## config.mk

```make
export PLATFORM = sky130hd
export DESIGN_NAME = slc3_mem_ctrl_flat
export DESIGN_NICKNAME = d
export VERILOG_FILES = /design/src/rtl/slc3_mem_pkg.sv /design/src/rtl/slc3_mem_ctrl_if.sv /design/src/rtl/slc3_mem_ctrl_sync2.sv /design/src/rtl/slc3_mem_ctrl.sv /design/src/flat_wrapper.sv
export SDC_FILE = /design/constraint.sdc
export NUM_CORES = 1
export LEC_CHECK = 0
export ABC_AREA = 1
export CORE_ASPECT_RATIO = 1.1
export CORE_MARGIN = 1.5
export CORE_UTILIZATION = 65
export DETAILED_ROUTE_END_ITERATION = 16
export DONT_BUFFER_PORTS = 1
export PLACE_DENSITY = 0.8
export SLEW_MARGIN = 20
export SYNTH_ARGS = -nofsm -noshare
export SYNTH_HDL_FRONTEND = slang
export SYNTH_SLANG_ARGS = --single-unit
```

## constraint.sdc

```tcl
create_clock -name Clk -period 2 [get_ports Clk]
set_input_delay 0.2 -clock Clk [delete_from_list [all_inputs] [get_ports Clk]]
set_output_delay 0.2 -clock Clk [all_outputs]
set_load 0.05 [all_outputs]
```

## src/rtl/slc3_mem_pkg.sv

```systemverilog
// Shared types and constants for the SLC-3 memory controller.
// IO_DONE only exists when SLC3_MEM_IO_MAP_EN is defined.
package slc3_mem_pkg;

    localparam logic [15:0] IO_ADDR = 16'hFFFF;
    localparam int          WAIT_W  = 4;

    typedef enum logic [2:0] {
        IDLE,
        RD_WAIT,
        RD_DONE,
        WR_WAIT,
        WR_DONE
`ifdef SLC3_MEM_IO_MAP_EN
        ,
        IO_DONE
`endif
    } mem_state_t;

endpackage

```

## src/rtl/slc3_mem_ctrl_if.sv

```systemverilog
// External async-SRAM bus seen by slc3_mem_ctrl; the controller is the master,
// the SRAM (or its model) is the slave. DQ is split into in/out/oe for a top-level tristate.
interface slc3_mem_ctrl_if;

    logic [19:0] SRAM_ADDR;
    logic [15:0] SRAM_DQ_in;
    logic [15:0] SRAM_DQ_out;
    logic        SRAM_DQ_oe;
    logic        SRAM_CE_N;
    logic        SRAM_OE_N;
    logic        SRAM_WE_N;
    logic        SRAM_UB_N;
    logic        SRAM_LB_N;

    modport master (
        output SRAM_ADDR,
        output SRAM_DQ_out,
        output SRAM_DQ_oe,
        output SRAM_CE_N,
        output SRAM_OE_N,
        output SRAM_WE_N,
        output SRAM_UB_N,
        output SRAM_LB_N,
        input  SRAM_DQ_in
    );

    modport slave (
        input  SRAM_ADDR,
        input  SRAM_DQ_out,
        input  SRAM_DQ_oe,
        input  SRAM_CE_N,
        input  SRAM_OE_N,
        input  SRAM_WE_N,
        input  SRAM_UB_N,
        input  SRAM_LB_N,
        output SRAM_DQ_in
    );

endinterface

```

## src/rtl/slc3_mem_ctrl_sync2.sv

```systemverilog
// sync2: parameterized-width two-flop synchronizer for asynchronous board inputs.
// Only built with SLC3_MEM_IO_MAP_EN, the sole configuration that instantiates it.
`ifdef SLC3_MEM_IO_MAP_EN
module sync2 #(
    parameter int WIDTH = 1
) (
    input  logic             Clk,
    input  logic             Reset,
    input  logic [WIDTH-1:0] d,
    output logic [WIDTH-1:0] q
);

    logic [WIDTH-1:0] meta;

    always_ff @(posedge Clk) begin
        if (Reset) begin
            meta <= '0;
            q    <= '0;
        end else begin
            meta <= d;
            q    <= meta;
        end
    end

endmodule
`endif

```

## src/rtl/slc3_mem_ctrl.sv

```systemverilog
// slc3_mem_ctrl: turns the SLC-3 sequencer's active-low memory strobes into timed async-SRAM cycles.
// Define SLC3_MEM_IO_MAP_EN to map address 0xFFFF onto Switches (read) and Hex_out (write).
module slc3_mem_ctrl
    import slc3_mem_pkg::*;
#(
    parameter int WAIT_STATES = 2
) (
    input  logic            Clk,
    input  logic            Reset,
    input  logic            Mem_CE,
    input  logic            Mem_OE,
    input  logic            Mem_WE,
    input  logic [15:0]     MAR,
    input  logic [15:0]     MDR_out,
    input  logic [15:0]     Switches,
    output logic [15:0]     Data_to_CPU,
    output logic            mem_ready,
    output logic [15:0]     Hex_out,
    slc3_mem_ctrl_if.master sram
);

    localparam logic [WAIT_W-1:0] WAIT_LOAD = WAIT_STATES[WAIT_W-1:0];

    mem_state_t        state, state_nxt;
    logic [WAIT_W-1:0] wait_cnt, wait_cnt_nxt;
    logic              is_write, is_write_nxt;
    logic              req_rd, req_wr;
    logic              strobe_released;
    logic              latch_req, capture_rd;

    logic [19:0] addr_q;
    logic [15:0] wdata_q;
    logic [15:0] rdata_q;
    logic        ce_n_q, oe_n_q, we_n_q, dq_oe_q, ready_q;
    logic        ce_n_nxt, oe_n_nxt, we_n_nxt, dq_oe_nxt, ready_nxt;

    // WE has priority: a request with both strobes low is a write.
    assign req_wr = ~Mem_CE & ~Mem_WE;
    assign req_rd = ~Mem_CE & Mem_WE & ~Mem_OE;
    assign strobe_released = is_write ? Mem_WE : Mem_OE;

`ifdef SLC3_MEM_IO_MAP_EN
    logic        io_hit, io_rd, io_wr;
    logic [15:0] switches_sync;
    logic [15:0] hex_q;

    assign io_hit = (MAR == IO_ADDR);
    assign io_rd  = (state == IDLE) & io_hit & req_rd;
    assign io_wr  = (state == IDLE) & io_hit & req_wr;

    sync2 #(.WIDTH(16)) u_switch_sync (
        .Clk   (Clk),
        .Reset (Reset),
        .d     (Switches),
        .q     (switches_sync)
    );

    always_ff @(posedge Clk) begin
        if (Reset) begin
            hex_q <= '0;
        end else if (io_wr) begin
            hex_q <= MDR_out;
        end
    end

    assign Hex_out = hex_q;
`else
    logic switches_unused;

    assign switches_unused = ^Switches;
    assign Hex_out         = '0;
`endif

    always_ff @(posedge Clk) begin
        if (Reset) begin
            state    <= IDLE;
            wait_cnt <= '0;
            is_write <= 1'b0;
        end else begin
            state    <= state_nxt;
            wait_cnt <= wait_cnt_nxt;
            is_write <= is_write_nxt;
        end
    end

    always_comb begin
        state_nxt    = state;
        wait_cnt_nxt = wait_cnt;
        is_write_nxt = is_write;
        latch_req    = 1'b0;
        capture_rd   = 1'b0;
        case (state)
            IDLE: begin
                if (req_wr || req_rd) begin
                    is_write_nxt = req_wr;
`ifdef SLC3_MEM_IO_MAP_EN
                    if (io_hit) begin
                        state_nxt = IO_DONE;
                    end else
`endif
                    begin
                        latch_req    = 1'b1;
                        wait_cnt_nxt = WAIT_LOAD;
                        state_nxt    = req_wr ? WR_WAIT : RD_WAIT;
                    end
                end
            end
            // A strobe released mid-access abandons it with no ready pulse.
            RD_WAIT: begin
                if (strobe_released) begin
                    state_nxt = IDLE;
                end else if (wait_cnt == '0) begin
                    capture_rd = 1'b1;
                    state_nxt  = RD_DONE;
                end else begin
                    wait_cnt_nxt = wait_cnt - 1'b1;
                end
            end
            WR_WAIT: begin
                if (strobe_released) begin
                    state_nxt = IDLE;
                end else if (wait_cnt == '0) begin
                    state_nxt = WR_DONE;
                end else begin
                    wait_cnt_nxt = wait_cnt - 1'b1;
                end
            end
            RD_DONE: begin
                if (strobe_released) state_nxt = IDLE;
            end
            WR_DONE: begin
                if (strobe_released) state_nxt = IDLE;
            end
`ifdef SLC3_MEM_IO_MAP_EN
            IO_DONE: begin
                if (strobe_released) state_nxt = IDLE;
            end
`endif
            default: state_nxt = IDLE;
        endcase

        // Pin values are derived from the next state so every SRAM pin comes straight off a flop.
        ce_n_nxt  = !((state_nxt == RD_WAIT) || (state_nxt == WR_WAIT));
        oe_n_nxt  = (state_nxt != RD_WAIT);
        we_n_nxt  = (state_nxt != WR_WAIT);
        dq_oe_nxt = (state_nxt == WR_WAIT) || (state_nxt == WR_DONE);
        ready_nxt = (state_nxt == RD_DONE) || (state_nxt == WR_DONE)
`ifdef SLC3_MEM_IO_MAP_EN
                    || (state_nxt == IO_DONE)
`endif
                    ;
    end

    always_ff @(posedge Clk) begin
        if (Reset) begin
            addr_q  <= '0;
            wdata_q <= '0;
            rdata_q <= '0;
            ce_n_q  <= 1'b1;
            oe_n_q  <= 1'b1;
            we_n_q  <= 1'b1;
            dq_oe_q <= 1'b0;
            ready_q <= 1'b0;
        end else begin
            ce_n_q  <= ce_n_nxt;
            oe_n_q  <= oe_n_nxt;
            we_n_q  <= we_n_nxt;
            dq_oe_q <= dq_oe_nxt;
            ready_q <= ready_nxt;
            if (latch_req) begin
                addr_q  <= {4'h0, MAR};
                wdata_q <= MDR_out;
            end
            if (capture_rd) begin
                rdata_q <= sram.SRAM_DQ_in;
            end
`ifdef SLC3_MEM_IO_MAP_EN
            if (io_rd) begin
                rdata_q <= switches_sync;
            end
`endif
        end
    end

    assign sram.SRAM_ADDR   = addr_q;
    assign sram.SRAM_DQ_out = wdata_q;
    assign sram.SRAM_DQ_oe  = dq_oe_q;
    assign sram.SRAM_CE_N   = ce_n_q;
    assign sram.SRAM_OE_N   = oe_n_q;
    assign sram.SRAM_WE_N   = we_n_q;
    assign sram.SRAM_UB_N   = ce_n_q;
    assign sram.SRAM_LB_N   = ce_n_q;

    assign Data_to_CPU = rdata_q;
    assign mem_ready   = ready_q;

endmodule
```

## src/flat_wrapper.sv

```systemverilog
// flat-port wrapper written by rule: the top's interface ports become plain ports
module slc3_mem_ctrl_flat import slc3_mem_pkg::*;
#(
    parameter int WAIT_STATES = 2
)
  (Clk, Reset, Mem_CE, Mem_OE, Mem_WE, MAR, MDR_out, Switches, Data_to_CPU, mem_ready, Hex_out, sram_SRAM_ADDR, sram_SRAM_DQ_out, sram_SRAM_DQ_oe, sram_SRAM_CE_N, sram_SRAM_OE_N, sram_SRAM_WE_N, sram_SRAM_UB_N, sram_SRAM_LB_N, sram_SRAM_DQ_in);
  slc3_mem_ctrl_if sram_i ();
  input  logic Clk;
  input  logic Reset;
  input  logic Mem_CE;
  input  logic Mem_OE;
  input  logic Mem_WE;
  input  logic [15:0] MAR;
  input  logic [15:0] MDR_out;
  input  logic [15:0] Switches;
  output logic [15:0] Data_to_CPU;
  output logic mem_ready;
  output logic [15:0] Hex_out;
  output wire logic [$bits(sram_i.SRAM_ADDR)-1:0] sram_SRAM_ADDR;
  output wire logic [$bits(sram_i.SRAM_DQ_out)-1:0] sram_SRAM_DQ_out;
  output wire logic [$bits(sram_i.SRAM_DQ_oe)-1:0] sram_SRAM_DQ_oe;
  output wire logic [$bits(sram_i.SRAM_CE_N)-1:0] sram_SRAM_CE_N;
  output wire logic [$bits(sram_i.SRAM_OE_N)-1:0] sram_SRAM_OE_N;
  output wire logic [$bits(sram_i.SRAM_WE_N)-1:0] sram_SRAM_WE_N;
  output wire logic [$bits(sram_i.SRAM_UB_N)-1:0] sram_SRAM_UB_N;
  output wire logic [$bits(sram_i.SRAM_LB_N)-1:0] sram_SRAM_LB_N;
  input wire logic [$bits(sram_i.SRAM_DQ_in)-1:0] sram_SRAM_DQ_in;
  assign sram_SRAM_ADDR = sram_i.SRAM_ADDR;
  assign sram_SRAM_DQ_out = sram_i.SRAM_DQ_out;
  assign sram_SRAM_DQ_oe = sram_i.SRAM_DQ_oe;
  assign sram_SRAM_CE_N = sram_i.SRAM_CE_N;
  assign sram_SRAM_OE_N = sram_i.SRAM_OE_N;
  assign sram_SRAM_WE_N = sram_i.SRAM_WE_N;
  assign sram_SRAM_UB_N = sram_i.SRAM_UB_N;
  assign sram_SRAM_LB_N = sram_i.SRAM_LB_N;
  assign sram_i.SRAM_DQ_in = sram_SRAM_DQ_in;
  slc3_mem_ctrl #(.WAIT_STATES(WAIT_STATES)) u_core (.Clk(Clk), .Reset(Reset), .Mem_CE(Mem_CE), .Mem_OE(Mem_OE), .Mem_WE(Mem_WE), .MAR(MAR), .MDR_out(MDR_out), .Switches(Switches), .Data_to_CPU(Data_to_CPU), .mem_ready(mem_ready), .Hex_out(Hex_out), .sram(sram_i));
endmodule
```

After elaboration in Yosys (flattened, before gate mapping)

Index checks and enable logic that the tools add are counted.

Register bits after elaboration: 61
Bits in latches: 0
RAM bits: 0
Bits in read-only memories: 0
Bits of input ports: 69
Word-level logic and storage cells: 61
Memories: 0

$add $sub $neg: 1
$mul: 0
Divide/modulo/power cells: 0
Magnitude comparators: 0
Eq/ne operators: 13
Shift-type cells: 0
Muxes and demuxes: 18
Bitwise gates (word level): 6
Reductions and logical operators: 12

Operators by type and width:

| cell                  | number |
|---|---|
| $mux W3               | 6 |
| $eq A3 B2 Y1 const B  | 4 |
| $mux W4               | 3 |
| $pmux W3 S4           | 1 |
| $pmux W4 S2           | 1 |
| $eq A3 B1 Y1 const B  | 2 |
| $eq A3 B3 Y1 const B  | 2 |
| $mux W1               | 6 |
| $logic_not A4 Y1      | 1 |
| $logic_or A1 B1 Y1    | 4 |
| $ne A2 B2 Y1 const B  | 2 |
| $reduce_and A4 Y1     | 1 |
| $reduce_or A2 Y1      | 2 |
| $sub A4 B1 Y4 const B | 1 |
| $and A1 B1 Y1         | 3 |
| $logic_not A3 Y1      | 1 |
| $ne A3 B1 Y1 const B  | 1 |
| $ne A3 B2 Y1 const B  | 1 |
| $not A1 Y1            | 3 |
| $mux W2               | 1 |
| $ne A2 B1 Y1 const B  | 1 |
| $reduce_and A2 Y1     | 1 |
| $reduce_bool A2 Y1    | 1 |
| $logic_not A1 Y1      | 1 |

Longest topological paths before layout

Gate-level depths: netlist of the first run.

Word-level depth: 9
Depth in mapped cells: 9
Depth with buffers taken out: 9

Worst setup path after synthesis of the first run

OpenSTA, ideal clock, no wires.

Path type: register -> register
Start point: register u_core.wait_cnt[0]
End point: register u_core.rdata_q[10], in the netlist u_core.Data_to_CPU[10]
Setup time: 0.114 ns
Arrival time: 1.178 ns
Setup slack: 0.708 ns
Stages on the path, launching flop included: 10
Clock period less this slack: 1.292 ns
Path through: dfxtp_1 > inv_1 > ha_1 > nand2_1 > inv_1 > nand3_4 > inv_6 > buf_12 > nor2_1 > nor2_1

Word-level cells in the longest chain between the ends: 4

RTL lines:

| element                  | RTL line             | text |
|---|---|---|
| start: declaration       | slc3_mem_ctrl.sv:25  | `logic [WAIT_W-1:0] wait_cnt, wait_cnt_nxt;` |
| start signal: assignment | slc3_mem_ctrl.sv:81  | `wait_cnt <= wait_cnt_nxt;` |
| $logic_not A4 Y1         | slc3_mem_ctrl.sv:112 | `end else if (wait_cnt == '0) begin` |
| $mux W1                  | slc3_mem_ctrl.sv:112 |  |
| $mux W1                  | slc3_mem_ctrl.sv:110 | `if (strobe_released) begin` |
| $mux W1                  | slc3_mem_ctrl.sv:92  | `case (state)` |
| end signal: assignment   | slc3_mem_ctrl.sv:175 | `rdata_q <= sram.SRAM_DQ_in;` |
| end: declaration         | slc3_mem_ctrl.sv:33  | `logic [15:0] rdata_q;` |

No other way between the ends.
A chain may end at the register's enable or synchronous reset.

Worst setup path in the final report of the first run

Start point: register u_core.wait_cnt[0]
End point: register u_core.oe_n_q, in the netlist u_core.sram.SRAM_OE_N

Word-level cells in the longest chain between the ends: 5
Elaborated cells between the ends (all ways): 7

RTL lines:

| element                    | RTL line                                   | text |
|---|---|---|
| $logic_not A4 Y1 *         | slc3_mem_ctrl.sv:112, slc3_mem_ctrl.sv:122 |  |
| $mux W3 (on tied branches) | slc3_mem_ctrl.sv:122, slc3_mem_ctrl.sv:112 |  |
| $mux W3 (on tied branches) | slc3_mem_ctrl.sv:120, slc3_mem_ctrl.sv:110 |  |
| $pmux W3 S4 *              | slc3_mem_ctrl.sv:92                        |  |
| $ne A3 B1 Y1 *             | slc3_mem_ctrl.sv:144                       | `oe_n_nxt = (state_nxt != RD_WAIT);` |
| end signal: assignment     | slc3_mem_ctrl.sv:166                       | `oe_n_q <= oe_n_nxt;` |
| end: declaration           | slc3_mem_ctrl.sv:34                        | `logic ce_n_q, oe_n_q, we_n_q, dq_oe_q, ready_q;` |

Every way passes the cells marked *; elsewhere a longest branch is shown, timed or not.

==> impl_metrics.csv, run 1 <==
group,metric,value,unit
global_routing,grt_max_degree,34,
synth,synth_warnings,0,
worst_setup_path,required,2210,ps
die,die_width,61.4,microns
clock_network,numCtsBuffers,9,
placement,dpl.hpwl,3.16,mm
route,num_vias,1816,
run,maxCapViolations,0,
global_routing,grt_pass1_vias,1657,
timing,fin_crit_sh,76.7,%
hold_path,hp-class,"primary input to flip-flop",
die,core,0.00363,sq mm
clock_network,post_cts_buffers,0,
power_and_ir_drop,power_switching,1.04,mW
global_routing,grt_use_total,22.7,%
final_layout,diodes,0,
power_and_ir_drop,p_int,1.91,mW
synth,synth_seq_cells,61,
synth,synth-seq-area-share,50.1,%
worst_setup_path,cp_cell_sequence,"inv_1 -> ha_1 -> nand2_1 -> inv_1 -> nand3_4 -> nand3_1 -> inv_1 -> nand2_1",
route,wl_per_cell,12.0,microns
worst_setup_path,cp_num_buf_inv,3,
clock_network,htree_num_levels,3,
die,die_h,67.2,microns
timing,min_period,1530,ps
power_and_ir_drop,switching_share,35.3,%
power_and_ir_drop,peakVddDrop,744,uV
worst_setup_path,slowest_stage,"dfxtp_1",
global_routing,gr-total-overflow,0,
route,ant_nets,0,
clock_network,cts_tree,"yes",
clock_network,clockBufferDepth,2,
timing,slew_headroom,64.5,%
clock_network,cts_root_buffer,"clkbuf_8",
worst_setup_path,arrival,1750,ps
worst_setup_path,crit_path_start_kind,"flip-flop",
worst_setup_path,critPathTopFamily,"simple AND/OR/NAND/NOR gates",
clock_network,clkLatencyLatePin,320,ps
power_and_ir_drop,clkPwrFrac,32.2,%
timing,slew_viol_final,0,
die,num_rows,23,
timing,worstMarginPinSlew,532,ps
timing,setup_tns,0,ps
die,start_util,67.2,%
timing,finalSetupViolCount,0,
final_layout,drive_gt1_share,9.63,%
route,dr.pass1.iters,4,
outcome,status,"finished clean",
route,first_iter_violations,98,
synth,netlist_instances,317,
route,drc_errors,0,
route,routed_wl,4.46,mm
global_routing,grt_antenna_before_repair,0,
worst_setup_path,critPathKind,"flip-flop to flip-flop",
worst_setup_path,crit_path_max_incr_delay,350,ps
clock_network,cts_resized,0,
worst_setup_path,cp_max_fo,18,
timing,rsz0062_at_grt,"no",
route,vias_per_cell,4.88,
power_and_ir_drop,p_per_area,1160,mW/mm^2
clock_network,clock-sinks,61,
final_layout,utilization,70.3,%
synth,synth.cell_area,0.00244,sq mm
timing,hold_viol_final,0,
synth,yosysUniqueCellTypes,23,
power_and_ir_drop,power_frac_comb,12.1,%
timing,hold_slack,26.4,ps
power_and_ir_drop,p_leak,1.09,nW
die,io_pins,144,
die,die-area,0.00413,sq mm
placement,io_buffers,0,
power_and_ir_drop,seq_power_share,55.7,%
synth,synth_area_per_cell,7.69,sq um
worst_setup_path,path_common_cell,"inv_1",
final_layout,area_delta_synth_final,4.52,%
final_layout,layout.nets,387,
worst_setup_path,end_kind,"flip-flop",
timing,clock.fmax,652,MHz
clock_network,clkTransAtPathRegs,60,ps
timing,fin_skew,6.90,ps
clock_network,hold_buffers,1,
global_routing,grt_pass1_wl,6.84,mm
placement,place_congestion,0.834,
==> worst paths after layout <==
path | startpoint | to | cells past startpoint | slack [ps]
worst max-delay path | u_core.wait_cnt[0]$_SDFFE_PP0P_ | u_core.sram.SRAM_OE_N$_SDFF_PP1_ | 8 | 470
worst max register to register | u_core.wait_cnt[0]$_SDFFE_PP0P_ | u_core.sram.SRAM_OE_N$_SDFF_PP1_ | 8 | 470
worst min-delay path | sram_SRAM_DQ_in[14] | u_core.Data_to_CPU[14]$_SDFFE_PP0P_ | 2 | 30
worst min register to register | u_core.wait_cnt[0]$_SDFFE_PP0P_ | u_core.wait_cnt[0]$_SDFFE_PP0P_ | 1 | 460
==> registers in the layout, indices dropped and copies added, names as in the netlist <==
| signal | cells |
|---|---|
| u_core.sram.SRAM_ADDR | 16 |
| u_core.is_write | 1 |
| u_core.sram.SRAM_DQ_oe | 1 |
| u_core.sram.SRAM_CE_N | 1 |
| u_core.mem_ready | 1 |
| u_core.state | 3 |
| u_core.sram.SRAM_DQ_out | 16 |
| u_core.sram.SRAM_WE_N | 1 |
| u_core.Data_to_CPU | 16 |
| u_core.sram.SRAM_OE_N | 1 |
| u_core.wait_cnt | 4 |
==> cell usage in the layout (no fill, tap or decap) <==
cell           instances
clkinv_2               3
or2_4                  1
a21oi_1                6
dlygate4sd3_1          1
buf_4                  4
inv_6                  1
inv_2                  2
o21ai_1               10
nor2_1               107
nor2_4                 2
clkbuf_8              11
inv_1                 13
conb_1                20
o21ai_0               41
clkinvlp_4             1
dfxtp_1               61
nand3_1                7
ha_1                   1
nor3_1                 1
nor3_2                 1
clkbuf_1               1
nand2_1               22
nand3_4                1
nand2_2                4
==> final cells by class <==
cell class / instances / area (sq um)
Clock inverter: 4 / 22.5
Multi-Input combinational cell: 224 / 981
Sequential cell: 61 / 1220
Fill cell: 334 / 1080
Timing Repair Buffer: 5 / 40.0
Tap cell: 50 / 62.6
Inverter: 16 / 65.1
Clock buffer: 12 / 155
==> worst reg2reg max path, cell delays in order (launching register included) <==
cell and delay (ps):
dfxtp_1 350, inv_1 70, ha_1 230, nand2_1 110, inv_1 90, nand3_4 210
nand3_1 200, inv_1 110, nand2_1 50
==> per-stage QoR <==
stage                     total power [mW]  instances  area (sq um)  worst slack (ps)
final                                 2.96        372          2550               466
after global routing                  3.09        372          2550               327
after CTS                             2.98        372          2550               463
after global placement                2.02        355          2360               537
after detailed placement              2.03        355          2360               481
after floorplan                       2.01        336          2510               708
==> power groups by stage <==
stage | clock, mW | combinational [mW] | sequential [mW]
floorplan | 0 | 0.350 | 1.66
global placement | 0 | 0.347 | 1.67
detailed placement | 0 | 0.358 | 1.68
CTS | 0.973 | 0.362 | 1.65
global route | 1.02 | 0.408 | 1.66
finish | 0.951 | 0.359 | 1.65
==> layer usage <==
metal / global-route usage (%) / wire length [microns] / up-vias
li1: - / - / 956
met4: 14.1 / 72 / 0
met3: 8.62 / 496 / 6
met2: 39.1 / 2120 / 80
met1: 22.5 / 1770 / 774
met5: 0 / 0 / -
==> Yosys cell counts, drive strengths merged <==
| cell | n | area [sq um] |
|---|---|---|
| a21oi | 6 | 30.0 |
| nor3 | 2 | 15.0 |
| clkbuf | 8 | 30.0 |
| conb | 1 | 3.75 |
| nand3 | 8 | 52.6 |
| inv | 16 | 65.1 |
| or2 | 1 | 8.76 |
| nand2 | 26 | 108 |
| ha | 1 | 12.5 |
| o21ai | 51 | 255 |
| nor2 | 109 | 424 |
| dfxtp | 61 | 1220 |
| buf | 27 | 211 |
==> cells by family (layout without fill, tap and decap cells) <==
group,count (synthesis),in the layout,synth area share [%]
AND/OR/NAND/NOR,146,146,24.9
adder cells (fa/ha/maj),1,1,0.513
AO/OA/AOI/OAI,57,57,11.7
other,1,20,0.154
buffers and inverters,51,37,12.6
flip-flops,61,61,50.1
No activity file was read; power rests on OpenSTA's default activity.
==> inputs of run 2 (changes only) <==
--- a/config.mk
+++ b/config.mk
@@ -8,10 +8,10 @@
 export ABC_AREA = 1
 export CORE_ASPECT_RATIO = 1.1
 export CORE_MARGIN = 1.5
-export CORE_UTILIZATION = 65
+export CORE_UTILIZATION = 61
 export DETAILED_ROUTE_END_ITERATION = 16
 export DONT_BUFFER_PORTS = 1
-export PLACE_DENSITY = 0.8
+export PLACE_DENSITY = 0.76
 export SLEW_MARGIN = 20
 export SYNTH_ARGS = -nofsm -noshare
 export SYNTH_HDL_FRONTEND = slang
==> constraint.sdc (replaced) <==
create_clock -name Clk -period 1.6 [get_ports Clk]
set_input_delay 0.16 -clock Clk [delete_from_list [all_inputs] [get_ports Clk]]
set_output_delay 0.16 -clock Clk [all_outputs]
set_load 0.05 [all_outputs]
==> run 2 against run 1 <==
Critical path depth stayed put; flip-flop and latch count stayed put; global-route usage is 2.7 points higher; final cell count is 7.8% higher; sequential power increased by 24%; sequential share of layout area fell by 5.5 points; wire length up 19%; hold slack got worse by 23 ps; critical path type unchanged; largest cell class unchanged; largest power group unchanged; highest routed layer unchanged.
==> impl_metrics.csv, run 2 (synthesis gave the netlist of run 1 again) <==
group,metric,value,unit
outcome,status,"finished clean",
worst_setup_path,r2r_end,"u_core.mem_ready$_SDFF_PP0_",
timing,fin_crit_sh,92.6,%
clock_network,clkLatencyLatePin,330,ps
clock_network,clock-sinks,61,
worst_setup_path,required,1820,ps
final_layout,mostFrequentLayoutCells,"nor2_1, dfxtp_1, o21ai_0, dlygate4sd3_1, nand2_1",
worst_setup_path,reg2regPathDepth,8,
clock_network,htree_num_levels,3,
timing,hold_viol_final,0,
clock_network,cts_tree,"yes",
die,io_pins,144,
timing,clock.fmax,675,MHz
clock_network,cts_root_buffer,"clkbuf_8",
timing,slew_viol_final,0,
worst_setup_path,cp_max_fo,18,
die,die_width,63.3,microns
die,num_rows,23,
global_routing,grt_pass1_wl,8.72,mm
route,dr.pass1.iters,4,
timing,hold_slack,3.78,ps
hold_path,hp-start,"MDR_out[9]",
route,first_iter_violations,147,
timing,worstMarginPinSlew,536,ps
global_routing,met2_usage,45.0,%
worst_setup_path,end_kind,"flip-flop",
placement,dpl.hpwl,3.22,mm
route,drc_errors,0,
timing,setup_ws,119,ps
die,die-area,0.00438,sq mm
placement,place_ws,116,ps
global_routing,busiest_layer,"met2",
global_routing,grt_antenna_before_repair,0,
timing,finalSetupViolCount,0,
timing,slew_headroom,64.2,%
final_layout,layout.nets,418,
final_layout,drive_gt1_share,9.12,%
power_and_ir_drop,p_per_area,1350,mW/mm^2
global_routing,grt_pass1_vias,2043,
power_and_ir_drop,peakVddDrop,911,uV
route,num_vias,2039,
run,maxCapViolations,0,
final_layout,final_common_cell,"nor2_1",
clock_network,numCtsBuffers,9,
route,ant_nets,0,
worst_setup_path,r2r_setup_slack,120,ps
route,routed_wl,5.29,mm
die,start_util,65.2,%
clock_network,post_cts_buffers,0,
worst_setup_path,arrival,1700,ps
timing,rsz0062_at_grt,"no",
timing,min_period,1480,ps
global_routing,globalRouteMet1Util,25.3,%
hold_path,hold_depth,2,
clock_network,clkTransAtPathRegs,60,ps
worst_setup_path,crit_path_start_kind,"flip-flop",
die,core,0.00374,sq mm
global_routing,grt_max_degree,39,
clock_network,clockBufferDepth,2,
global_routing,grtUsageMet3,10.4,%
hold_path,holdPathEnd,"u_core.sram.SRAM_DQ_out[9]$_SDFFE_PP0P_",
final_layout,utilization,76.9,%
hold_path,hp-class,"primary input to flip-flop",
route,vias_per_cell,5.08,
clock_network,cts_resized,0,
timing,setup_tns,0,ps
global_routing,gr-total-overflow,0,
final_layout,diodes,0,
die,die_h,69.3,microns
worst_setup_path,critPathKind,"flip-flop to flip-flop",
power_and_ir_drop,power.total,3.88,mW
placement,place_congestion,0.818,
worst_setup_path,r2r_start,"u_core.wait_cnt[0]$_SDFFE_PP0P_",
timing,fin_skew,5.44,ps
power_and_ir_drop,p_leak,1.23,nW
placement,io_buffers,0,
final_layout,area_delta_synth_final,18.0,%
global_routing,grt_use_total,25.4,%
route,wl_per_cell,13.2,microns
-- run 2: cell type report --
class	count	area, sq um
flip-flops and latches	61	1220
clock buffers	12	145
repair buffers	36	365
well taps	50	62.6
multi-input cells	224	981
inverters	16	65.1
clock inverters	2	35.0
fillers	277	866
-- run 2: worst max-delay path by stage --
stage | start | end | slack [ps] | cells past startpoint
after CTS | u_core.wait_cnt[0]$_SDFFE_PP0P_ | u_core.mem_ready$_SDFF_PP0_ | 100 | 8
final | u_core.wait_cnt[0]$_SDFFE_PP0P_ | u_core.mem_ready$_SDFF_PP0_ | 120 | 8
after global placement | u_core.wait_cnt[0]$_SDFFE_PP0P_ | u_core.mem_ready$_SDFF_PP0_ | 140 | 8
after detailed placement | u_core.wait_cnt[0]$_SDFFE_PP0P_ | u_core.mem_ready$_SDFF_PP0_ | 120 | 8
after floorplan | u_core.wait_cnt[0]$_SDFFE_PP0P_ | u_core.Data_to_CPU[10]$_SDFFE_PP0P_ | 310 | 9
after global routing | u_core.wait_cnt[0]$_SDFFE_PP0P_ | u_core.sram.SRAM_OE_N$_SDFF_PP1_ | 20 | 8
-- run 2: metal layers --
layer  up-vias  part of all wire [%]  wire (microns)
li1       1021                     -               -
met1       908                    37            1960
met2        99                    50            2670
met3        11                    10             547
met4         0                   2.1             110
met5         -                     0               0
-- run 2: report_power, final --
part           total, mW  leakage, nW  switching (mW)  internal [mW]
logic              0.548        0.639           0.366          0.182
clock network       1.29       0.0923           0.543          0.743
registers           2.05        0.501           0.414           1.64
-- run 2: through the flow --
stage,cells,instance area [sq um]
CTS,401,2880
global route,401,2880
global placement,359,2410
detailed placement,359,2410
floorplan,336,2510
finish,401,2880
-- run 2: critical path, cell delays in order, from the launching register on --
cell	delay, ps
dfxtp_1	340
inv_1	60
ha_1	230
nand2_1	110
inv_1	80
nand3_4	180
nand3_1	190
nand3_1	120
nand2_1	50
-- run 2: repair_timing --
item / CTS / global route
hold buffers: 28 / 0
setup endpoints to repair: 0 / 2
endpoints found under the hold margin: 33 / 0
